===== src/rtl/csit_luks_encoder.sv =====
// Rotary quadrature encoder (x4 decode) with an 8-bit position counter and a
// debounced active-low pushbutton that captures the count into a hold register.
module csit_luks_encoder #(
    parameter int SYNC_STAGES     = 2,
    parameter int DEBOUNCE_CYCLES = 16
) (
    input  logic       clk,
    input  logic       rst,
    input  logic       ena,
    input  logic [7:0] ui_in,
    output logic [7:0] uo_out,
    input  logic [7:0] uio_in,
    output logic [7:0] uio_out,
    output logic [7:0] uio_oe
);

    localparam int DW = $clog2(DEBOUNCE_CYCLES + 1);

    typedef enum logic {
        BTN_RELEASED = 1'b0,
        BTN_PRESSED  = 1'b1
    } btn_state_e;

    logic [SYNC_STAGES-1:0] a_sync_q;
    logic [SYNC_STAGES-1:0] b_sync_q;
    logic [SYNC_STAGES-1:0] btn_sync_q;
    logic [1:0]             prev_ab_q;
    logic [1:0]             cur_ab;
    logic [7:0]             count_q, count_d;
    logic [7:0]             hold_q, hold_d;
    logic [DW-1:0]          db_cnt_q, db_cnt_d;
    btn_state_e             btn_state_q, btn_state_d;
    logic                   btn_low;
    logic                   press_pulse;
    logic                   unused_ok;

    assign unused_ok = &{1'b0, ena, uio_in, ui_in[7:3]};

    assign cur_ab  = {b_sync_q[SYNC_STAGES-1], a_sync_q[SYNC_STAGES-1]};
    assign btn_low = ~btn_sync_q[SYNC_STAGES-1];

    always_ff @(posedge clk or posedge rst) begin
        if (rst) begin
            a_sync_q    <= '0;
            b_sync_q    <= '0;
            btn_sync_q  <= '1;
            prev_ab_q   <= '0;
            count_q     <= '0;
            hold_q      <= '0;
            db_cnt_q    <= '0;
            btn_state_q <= BTN_RELEASED;
        end else begin
            a_sync_q    <= {a_sync_q[SYNC_STAGES-2:0], ui_in[0]};
            b_sync_q    <= {b_sync_q[SYNC_STAGES-2:0], ui_in[1]};
            btn_sync_q  <= {btn_sync_q[SYNC_STAGES-2:0], ui_in[2]};
            prev_ab_q   <= cur_ab;
            count_q     <= count_d;
            hold_q      <= hold_d;
            db_cnt_q    <= db_cnt_d;
            btn_state_q <= btn_state_d;
        end
    end

    // Gray-code step decode: single-bit changes only; double-bit jumps are ignored.
    always_comb begin
        count_d = count_q;
        unique case ({prev_ab_q, cur_ab})
            4'b00_01, 4'b01_11, 4'b11_10, 4'b10_00: count_d = count_q + 8'd1;
            4'b00_10, 4'b10_11, 4'b11_01, 4'b01_00: count_d = count_q - 8'd1;
            default:                                count_d = count_q;
        endcase
    end

    always_comb begin
        btn_state_d = btn_state_q;
        db_cnt_d    = '0;
        press_pulse = 1'b0;
        if ((btn_state_q == BTN_PRESSED) != btn_low) begin
            if (db_cnt_q == DW'(DEBOUNCE_CYCLES - 1)) begin
                btn_state_d = (btn_state_q == BTN_PRESSED) ? BTN_RELEASED : BTN_PRESSED;
                press_pulse = (btn_state_q == BTN_RELEASED);
            end else begin
                db_cnt_d = db_cnt_q + DW'(1);
            end
        end
    end

    // Capture uses count_q, so a simultaneous encoder step is not included.
    always_comb begin
        hold_d = hold_q;
        if (press_pulse) begin
            hold_d = count_q;
        end
    end

    assign uo_out  = count_q;
    assign uio_out = hold_q;
    assign uio_oe  = 8'hFF;

endmodule


===== config.mk =====
export PLATFORM = sky130hd
export DESIGN_NAME = csit_luks_encoder
export DESIGN_NICKNAME = d
export VERILOG_FILES = /design/src/rtl/csit_luks_encoder.sv
export SDC_FILE = /design/constraint.sdc
export NUM_CORES = 1
export LEC_CHECK = 0
export BUFFER_PORTS_ARGS = -buffer_cell sky130_fd_sc_hd__buf_2
export CORE_UTILIZATION = 40
export CTS_BUF_LIST = sky130_fd_sc_hd__clkbuf_4
export CTS_CLUSTER_DIAMETER = 100
export DETAILED_ROUTE_END_ITERATION = 6
export GPL_ROUTABILITY_DRIVEN = 0
export GPL_TIMING_DRIVEN = 0
export PLACE_DENSITY_LB_ADDON = 0.05
export SLEW_MARGIN = 20
export SYNTH_ARGS = -nofsm -noshare
export SYNTH_HDL_FRONTEND = slang
export SYNTH_SLANG_ARGS = --single-unit

===== constraint.sdc =====
create_clock -name clk -period 4.6 [get_ports clk]
set_input_delay 0.46 -clock clk [delete_from_list [all_inputs] [get_ports clk]]
set_output_delay 0.46 -clock clk [all_outputs]
set_load 0.01 [all_outputs]

# Word-level counts from Yosys, hierarchy flattened
# Index checks and enable logic that the tools add are counted.
# totals
elab_cells,33
in_bits,19
ff_bits,30
output_inout_bits,24
# op_classes
addsub,3
n_eq_ne,10
n_bitwise,2
n_reduce_logical,4
muxes,6
# ops
op,count
$eq A4 B4 Y1 const B,4
$pmux W8 S2,1
$mux W5,2
$add A8 B1 Y8 const B,1
$eq A4 B3 Y1 const B,2
$reduce_or A4 Y1,2
$sub A8 B1 Y8 const B,1
$add A5 B1 Y5 const B,1
$eq A5 B4 Y1 const B,1
$eq A4 B1 Y1 const B,1
$eq A4 B2 Y1 const B,1
$mux W1,3
$not A1 Y1,2
$reduce_and A2 Y1,1
$reduce_bool A2 Y1,1
$ne A1 B1 Y1,1

# Longest topological paths before layout
# Gate-level depths: netlist (run 1).
# depth
word_depth,3
depth_mapped,7
ltp_nobuf,7

# Least setup slack after synthesis (run 1)
# OpenSTA, ideal clock, no wires.
# synth_path
kind,reg-to-reg
startpoint,register b_sync_q[1]
endpoint,"register count_q[6], in the netlist uo_out[6]"
t_required_ns,4.505
setup_ns,0.095
period_less_slack_ns,2.075
path_stages_with_launch,8
n_path_buf,0
arrival_time_ns,1.980
setup_slack_ns,2.525
cell_sequence,dfrtp_1 -> xnor2_1 -> nor2_1 -> fa_1 -> a211oi_1 -> o21ai_0 -> and3_1 -> o31ai_1
# synth_between
elab_chain_len,3
word_cells_on_any_way,12
cone_classes,8 x eq/ne; 1 x mux; 3 x reduce/logical
# synth_rtl
element,line,text
"start, declared",25,logic [SYNC_STAGES-1:0] b_sync_q;
"start signal, assigned",54,"b_sync_q <= {b_sync_q[SYNC_STAGES-2:0], ui_in[1]};"
"$eq A4 B2 Y1, or another cell as far along",67,"unique case ({prev_ab_q, cur_ab})"
$reduce_or A4 Y1,67,
$pmux W8 S2 / $reduce_bool A2 Y1 (equally long branches),-,
"end signal, assigned",57,count_q <= count_d;
"end, declared",29,"logic [7:0] count_q, count_d;"
# Several ways; a longest one is shown, not always the timed one.
# A chain may end at the register's enable or synchronous reset.

# Worst setup path after layout (run 1)
# Ends and elaborated chain as after synthesis.

==> impl_metrics.py, run 1 <==
metrics = {
    "setup_path": {
        "start_kind": "register",
        "cp.arrival_ns": 2.60,
        "crit_path_end_kind": "register",
        "path_class": "reg2reg",
        "path_cells": "xnor2_1, nor2_1, fa_1, a211oi_1, o21ai_0, and3_1, o31ai_1",
        "cpMaxStageDelayCell": "fa_1",
        "critical_path.max_stage_delay_ns": 0.48,
        "cp_max_fo": 7,
        "r2r_slack_ns": 2.24,
        "crit_required_ns": 4.84,
        "cp_top_family": "compound AO/OA/AOI/OAI gates",
        "crit_buf_inv": 0,
    },
    "floorplanning": {
        "die_h_um": 62.55,
        "core_area_sq_um": 3416,
        "rows": 21,
        "start_util": 0.4293,
        "boundaryPins": 43,
        "die_x_um": 62.55,
        "dieArea_sq_um": 3912,
    },
    "routing": {
        "drt_iter0_drc": 63,
        "drtPass1Iterations": 3,
        "wl_um": 2323,
        "wl_met2_um": 1037,
        "routedWlPerCell_um": 11.33,
        "topRoutingLayerUsed": "met4",
        "dr_wl_met3_um": 108,
        "wl_met1_um": 1131,
        "route.vias.total": 931,
        "ant_nets": 0,
        "vias_per_cell": 4.541,
        "drc_errors": 0,
    },
    "sta": {
        "fin_tns_setup_ns": 0,
        "fmax_mhz": 423.9,
        "maxSlewHeadroom": 0.6010,
        "final_max_slew_viol_count": 0,
        "hold_viol_final": 0,
        "period_needed_ns": 2.359,
        "tightestPinTransition_ns": 0.5976,
        "hold_ws_ns": 0.1873,
        "rsz0062_at_grt": "no",
        "setup_viol": 0,
        "period_share": 0.5128,
        "skew_ns": 0.005964,
    },
    "clocking": {
        "clock_path_buffers": 2,
        "cts-htree-levels": 2,
        "cts-resized-gates": 0,
        "cts.sinks": 30,
        "cts_tree": "built",
        "hold_buffers": 0,
        "insertion_delay_ns": 0.33,
        "numCtsBuffers": 5,
        "cts_root_buf": "clkbuf_4",
        "clkTransAtPathRegs_ns": 0.09,
        "cts_setup_buffers": 0,
    },
    "global_route": {
        "grt.overflow.total": 0,
        "grt_usage": 0.1436,
        "grt_antenna_before_repair": 0,
        "grt_first_pass_wirelength_um": 4284,
        "grt_max_degree": 31,
        "first_global_vias": 928,
    },
    "final_layout": {
        "nets": 185,
        "area_growth_pct": 16.21,
        "regArea_sq_um": 753.2,
        "n_antenna_cell": 0,
        "layout_commonest_cell": "dfrtp_1",
        "nFillCells": 332,
        "final_cell_mix": "dfrtp_1, buf_2, o21ai_0",
        "drive_gt1_frac": 0.3208,
        "multiInputGateArea_sq_um": 651.9,
    },
    "logic_synthesis": {
        "netlist_area_sq_um": 1466,
        "yosys.area.top_type_share": 0.4778,
        "syn_avg_cell_area_sq_um": 11.83,
        "netlist_instances": 124,
        "ys_types": 33,
        "synth_edf_count": 0,
        "yosysTopAreaCell": "dfrtp_1",
        "ys_warn_count": 0,
        "ys_seq_area_frac": 0.5137,
        "ys_ff_latch": 30,
        "synthArstFlopShare": 1.000,
        "synth-main-ff-cell": "dfrtp_1",
        "synthTopCellsByArea": "dfrtp_1, mux2_4, ha_1",
    },
    "status": {
        "status": "completed",
    },
    "power": {
        "power.density_nw_per_um2": 466.4,
        "ir_worst_vdd_mv": 0.2013,
        "leakage_nw": 0.8682,
    },
    "placement": {
        "portBuffers": 20,
        "dp_hpwl_um": 1725,
    },
    "min_path": {
        "min_path_type": "in2async",
    },
    "job": {
        "drv_cap": 0,
    },
}
==> synth_stat cells, types with 2 or more instances <==
library cell  instances
nand2_1               9
a21o_1                2
nor2_1                5
inv_1                 3
or3_1                 2
dfrtp_1              28
nor3b_1               2
mux2_4                8
a21oi_1               7
buf_4                 8
xor2_1                4
ha_1                  7
a211oi_1              2
xnor2_1               7
o21ai_0              11
dfstp_2               2
==> report_power, final <==
| part | switching (mW) | internal [mW] | total [mW] |
|---|---|---|---|
| clock network | 0.0891 | 0.0632 | 0.152 |
| registers | 0.0507 | 0.306 | 0.357 |
| logic | 0.146 | 0.139 | 0.285 |
==> through the flow <==
stage	worst slack, ns	area (sq um)	utilization	std cells	power (mW)
after floorplan	2.525	1493	-	131	0.5724
after global placement	2.287	1650	0.4832	197	0.6469
after detailed placement	2.226	1650	0.4832	197	0.6516
after CTS	2.212	1704	0.4989	205	0.8076
after global routing	2.052	1704	0.4989	205	0.8699
final	2.241	1704	0.4989	205	0.7948
==> worst reg2reg max path: stages (launching register included) <==
cell	delay [ns]
dfrtp_1	0.40
xnor2_1	0.37
nor2_1	0.24
fa_1	0.48
a211oi_1	0.25
o21ai_0	0.14
and3_1	0.18
o31ai_1	0.20
==> area by class of cell <==
| class | instances | area share |
|---|---|---|
| clock buffer | 6 | 0.02643 |
| sequential | 30 | 0.4420 |
| clock inverter | 2 | 0.005140 |
| inverter | 3 | 0.006608 |
| tap | 46 | 0.03377 |
| buffer | 10 | 0.04479 |
| multi-input combinational | 88 | 0.3825 |
| timing repair buffer | 20 | 0.05874 |
==> layer usage <==
layer	up-vias	GRT usage
met2	19	0.2120
met3	6	0.04927
met4	0	0.06977
met1	423	0.1869
li1	483	-
met5	-	0
==> path summary, 6_finish.rpt <==
path,depth (start not counted),end,startpoint
setup / recovery,7,uo_out[6]$_DFFE_PP0P_,b_sync_q[1]$_DFF_PP0_
hold / removal,2,db_cnt_q[0]$_DFF_PP0_,rst
setup reg to reg,7,uo_out[6]$_DFFE_PP0P_,b_sync_q[1]$_DFF_PP0_
hold reg to reg,0,a_sync_q[1]$_DFF_PP0_,a_sync_q[0]$_DFF_PP0_
max in group asynchronous,2,uio_out[5]$_DFFE_PP0P_,rst
min in group clk,1,btn_sync_q[0]$_DFF_PP1_,ui_in[2]
==> cell families (layout without fill, tap and decap cells) <==
| logic type | count (synthesis) | in the layout | share of synthesized area |
|---|---|---|---|
| compound gates | 27 | 27 | 0.1075 |
| xor+xnor | 11 | 11 | 0.06570 |
| fa+ha+maj | 8 | 8 | 0.07338 |
| buf+inv | 13 | 41 | 0.05972 |
| flops | 30 | 30 | 0.5137 |
| mux | 9 | 9 | 0.08959 |
| other cells | 1 | 8 | 0.002557 |
| simple gates | 25 | 25 | 0.08788 |
==> sequential cells by signal, summed over array words and instances (netlist names) <==
register     count
uio_out          8
uo_out           8
db_cnt_q         5
a_sync_q         2
b_sync_q         2
btn_sync_q       2
prev_ab_q        2
btn_state_q      1
(Power assumes the default switching activity.)
==> run 2, diff against run 1 <==
==> constraint.sdc (replaced) <==
create_clock -name clk -period 2.07 [get_ports clk]
set_input_delay 0.207 -clock clk [delete_from_list [all_inputs] [get_ports clk]]
set_output_delay 0.207 -clock clk [all_outputs]
set_load 0.01 [all_outputs]
==> impl_metrics.py, run 2 (synthesized netlist as in run 1, its figures left out) <==
metrics = {
    "status": {
        "status": "completed",
    },
    "setup_path": {
        "crit_buf_inv": 0,
        "cp_max_fo": 7,
        "path_class": "reg2reg",
        "crit_required_ns": 2.30,
        "path_cells": "xor2_2, nor2_4, fa_2, a211oi_1, o21ai_1, and3_1, o31ai_1",
        "cp.arrival_ns": 2.26,
        "critical_path.max_stage_delay_ns": 0.45,
        "crit_path_end_kind": "register",
        "cpMaxStageDelayCell": "dfrtp_1",
        "cp_top_family": "compound AO/OA/AOI/OAI gates",
        "start_kind": "register",
    },
    "floorplanning": {
        "rows": 21,
        "die_h_um": 62.55,
        "dieArea_sq_um": 3912,
        "boundaryPins": 43,
        "die_x_um": 62.55,
        "start_util": 0.4293,
        "core_area_sq_um": 3416,
    },
    "global_route": {
        "grt_max_degree": 31,
        "grt.overflow.total": 0,
        "grt_first_pass_wirelength_um": 4450,
        "grt_antenna_before_repair": 0,
        "grt_usage": 0.1498,
        "first_global_vias": 992,
    },
    "sta": {
        "period_share": 0.9813,
        "fmax_mhz": 492.3,
        "maxSlewHeadroom": 0.5838,
        "skew_ns": 0.01510,
        "tightestPinTransition_ns": 0.6234,
        "setup_viol": 0,
        "period_needed_ns": 2.031,
        "final_max_slew_viol_count": 0,
        "hold_viol_final": 0,
        "rsz0062_at_grt": "yes",
    },
    "final_layout": {
        "regArea_sq_um": 753.2,
        "nets": 191,
        "nFillCells": 318,
        "layout_commonest_cell": "dfrtp_1",
        "drive_gt1_frac": 0.3576,
        "area_growth_pct": 25.34,
        "multiInputGateArea_sq_um": 705.7,
        "final_cell_mix": "dfrtp_1, buf_2, o21ai_0, buf_4, nand2_1",
        "finalInstanceArea_sq_um": 1838,
        "n_antenna_cell": 0,
    },
    "routing": {
        "routedWlPerCell_um": 12.02,
        "drt_iter0_drc": 42,
        "wl_um": 2536,
        "drc_errors": 0,
        "route.vias.total": 991,
        "drtPass1Iterations": 4,
        "vias_per_cell": 4.697,
        "ant_nets": 0,
    },
    "clocking": {
        "numCtsBuffers": 5,
        "clock_path_buffers": 2,
        "cts_tree": "built",
        "cts_root_buf": "clkbuf_4",
        "cts-htree-levels": 2,
        "clkTransAtPathRegs_ns": 0.10,
        "insertion_delay_ns": 0.33,
        "cts.sinks": 30,
    },
    "min_path": {
        "min_path_type": "reg2reg",
    },
    "power": {
        "total_power_mw": 1.961,
        "ir_worst_vdd_mv": 0.6572,
        "leakage_nw": 0.9130,
        "power.density_nw_per_um2": 1067,
    },
    "placement": {
        "post_dp_cell_area_sq_um": 1658,
        "dp_hpwl_um": 1710,
        "portBuffers": 20,
    },
    "job": {
        "drv_cap": 0,
    },
}
## run 2: what timing repair did
action | CTS | global route
endpoints found under the hold margin | 31 | 0
gates resized for setup | 5 | 4
hold buffers | 4 | 0
buffers inserted | 2 | 0
setup endpoints to repair | 5 | 3
pin swaps | 2 | 2
## run 2: stage by stage
stage	setup slack, ns	TNS, ns	instances	util	hold WS [ns]
floorplan	0.07124	0	131	-	0.2115
global placement	-0.2168	-0.6774	197	0.4853	0.3128
detailed placement	-0.2497	-0.7906	197	0.4853	0.3163
CTS	0.02492	0	211	0.5330	0.3662
global route	-0.05949	-0.05949	211	0.5381	0.3667
finish	0.03869	0	211	0.5381	0.3638
## run 2: report_power, final
part           total, mW  switching [mW]  internal [mW]
Combinational      0.698           0.346          0.353
Clock              0.463           0.199          0.264
Sequential         0.799           0.118          0.681
## run 2: final cells by class
type	instances	share of cell area
inverter	3	0.006127
timing repair buffer	26	0.08441
buffer	10	0.04152
clock buffer	6	0.02451
sequential	30	0.4098
clock inverter	2	0.01838
multi-input combinational	88	0.3839
tap	46	0.03131
## run 2: per-layer routing
layer,up-vias,GRT usage,routed length [um]
li1,492,-,-
met1,471,0.1847,1167
met2,23,0.2391,1210
met3,5,0.04015,118
met4,0,0.07849,39
met5,-,0,0
## run 2: final timing paths
path                                        from                endpoint  slack [ns]  cells after the start
min in group asynchronous                    rst  uio_out[7]$_DFFE_PP0P_        0.50                      3
hold reg to reg            b_sync_q[0]$_DFF_PP0_   b_sync_q[1]$_DFF_PP0_        0.36                      0
hold / removal             b_sync_q[0]$_DFF_PP0_   b_sync_q[1]$_DFF_PP0_        0.36                      0
setup reg to reg           a_sync_q[1]$_DFF_PP0_   uo_out[6]$_DFFE_PP0P_        0.04                      7
max in group asynchronous                    rst  uio_out[2]$_DFFE_PP0P_        1.15                      3
setup / recovery           a_sync_q[1]$_DFF_PP0_   uo_out[6]$_DFFE_PP0P_        0.04                      7
==> run 3, diff against run 2 <==
--- a/config.mk
+++ b/config.mk
@@ -12,7 +12,7 @@
 export DETAILED_ROUTE_END_ITERATION = 6
 export GPL_ROUTABILITY_DRIVEN = 0
 export GPL_TIMING_DRIVEN = 0
-export PLACE_DENSITY_LB_ADDON = 0.05
+export PLACE_DENSITY = 0.65
 export SLEW_MARGIN = 20
 export SYNTH_ARGS = -nofsm -noshare
 export SYNTH_HDL_FRONTEND = slang
==> impl_metrics.py, run 3 (synthesized netlist as in run 1, its figures left out) <==
metrics = {
    "final_layout": {
        "n_antenna_cell": 0,
        "postLayoutCoreUtil": 0.5330,
        "multiInputGateArea_sq_um": 698.2,
        "fin_cells": 213,
        "final_cell_mix": "dfrtp_1, buf_2, buf_4",
        "area_growth_pct": 24.15,
        "nets": 193,
        "nFillCells": 316,
        "drive_gt1_frac": 0.3653,
        "regArea_sq_um": 753.2,
        "layout_commonest_cell": "dfrtp_1",
    },
    "power": {
        "ir_worst_vdd_mv": 0.5464,
        "leakage_nw": 0.9151,
        "power.density_nw_per_um2": 997.8,
    },
    "clocking": {
        "numCtsBuffers": 5,
        "insertion_delay_ns": 0.32,
        "clkTransAtPathRegs_ns": 0.09,
        "clock_path_buffers": 2,
        "cts_root_buf": "clkbuf_4",
        "cts_tree": "built",
        "cts.sinks": 30,
        "cts-htree-levels": 2,
    },
    "placement": {
        "dp_hpwl_um": 1734,
        "place_ws_ns": -0.2513,
        "portBuffers": 20,
        "dp_cells": 197,
    },
    "global_route": {
        "grt_antenna_before_repair": 0,
        "first_global_vias": 957,
        "grt_first_pass_wirelength_um": 4209,
        "grt_max_degree": 31,
        "grt.overflow.total": 0,
        "grt_usage": 0.1390,
    },
    "setup_path": {
        "endpoint": "uo_out[6]$_DFFE_PP0P_",
        "r2r_cells": 7,
        "cp_max_fo": 6,
        "r2r_slack_ns": 0.12,
        "crit_required_ns": 2.30,
        "r2r-end": "uo_out[6]$_DFFE_PP0P_",
        "rr_startpoint": "a_sync_q[1]$_DFF_PP0_",
        "cp.arrival_ns": 2.18,
        "path_class": "reg2reg",
        "crit_start": "a_sync_q[1]$_DFF_PP0_",
        "crit_path_end_kind": "register",
        "start_kind": "register",
    },
    "routing": {
        "drtPass1Iterations": 4,
        "routedWlPerCell_um": 11.38,
        "wl_um": 2424,
        "vias_per_cell": 4.690,
        "drt_iter0_drc": 9,
        "route.vias.total": 999,
        "drc_errors": 0,
        "ant_nets": 0,
    },
    "min_path": {
        "min_path_type": "reg2reg",
        "worstHoldStart": "b_sync_q[0]$_DFF_PP0_",
    },
    "floorplanning": {
        "rows": 21,
        "die_h_um": 62.55,
        "die_x_um": 62.55,
        "core_area_sq_um": 3416,
        "start_util": 0.4293,
        "dieArea_sq_um": 3912,
        "boundaryPins": 43,
    },
    "sta": {
        "hold_viol_final": 0,
        "setup_viol": 0,
        "tightestPinTransition_ns": 0.5989,
        "hold_ws_ns": 0.3585,
        "fmax_mhz": 512.1,
        "period_share": 0.9434,
        "setup_ws_ns": 0.1171,
        "period_needed_ns": 1.953,
        "fin_tns_setup_ns": 0,
        "maxSlewHeadroom": 0.6002,
        "skew_ns": 0.005395,
        "final_max_slew_viol_count": 0,
    },
    "status": {
        "status": "completed",
    },
    "job": {
        "drv_cap": 0,
    },
}
[run 3: changes by cell type in the layout (fill, tap and decap cells not counted)]
cell	change
ha_1	+1
ha_4	-1
clkinv_2	+1
bufinv_16	-1
o31ai_2	+1
buf_4	+2
o31ai_1	-1
[run 3: through the flow]
step,total power [mW],instance area (sq um)
2_1_floorplan,1.274,1500
4_1_cts,1.814,1795
3_3_place_gp,1.425,1658
6_report,1.816,1821
5_1_grt,1.963,1821
3_5_place_dp,1.453,1658
[run 3: critical path, cell delays in order, from the launching register on]
cell and delay (ns):
dfrtp_1 0.43, xor2_2 0.21, nor2_4 0.17, buf_4 0.15, ha_1 0.25, or2_2 0.29, and3_1 0.19, o31ai_2 0.17
[run 3: worst min path at each step]
stage                               to  slack, ns  cells past startpoint
6_report         b_sync_q[1]$_DFF_PP0_       0.36                      0
5_1_grt          b_sync_q[1]$_DFF_PP0_       0.37                      0
4_1_cts          b_sync_q[1]$_DFF_PP0_       0.36                      0
3_5_place_dp     a_sync_q[0]$_DFF_PP0_       0.32                      1
3_3_place_gp   btn_sync_q[0]$_DFF_PP1_       0.31                      1
2_1_floorplan  btn_sync_q[0]$_DFF_PP1_       0.21                      0
[run 3: report_power, final]
part / internal (mW) / switching [mW]
combinational: 0.343 / 0.348
clock: 0.140 / 0.188
sequential: 0.681 / 0.116
[run 3: metal layers]
layer  up-vias  share of wire  track usage
met4         0          0.013      0.06105
met2        17           0.47       0.2323
met1       478           0.47       0.1641
met5         -              0            0
met3         4          0.044      0.04197
li1        500              -            -
[run 3: timing repair]
action	CTS	global route
setup endpoints to repair	5	3
hold buffers	4	0
hold endpoints to repair	31	0
pin swaps	2	2
setup buffers	2	2
resized for setup	5	3
[run 3: final cells by class]
cell class,count,area share
sequential,30,0.4137
multi-input combinational,88,0.3835
timing repair buffer,28,0.09347
buffer,10,0.04192
tap,46,0.03162
clock buffer,6,0.02474
inverter,3,0.006186
clock inverter,2,0.004811
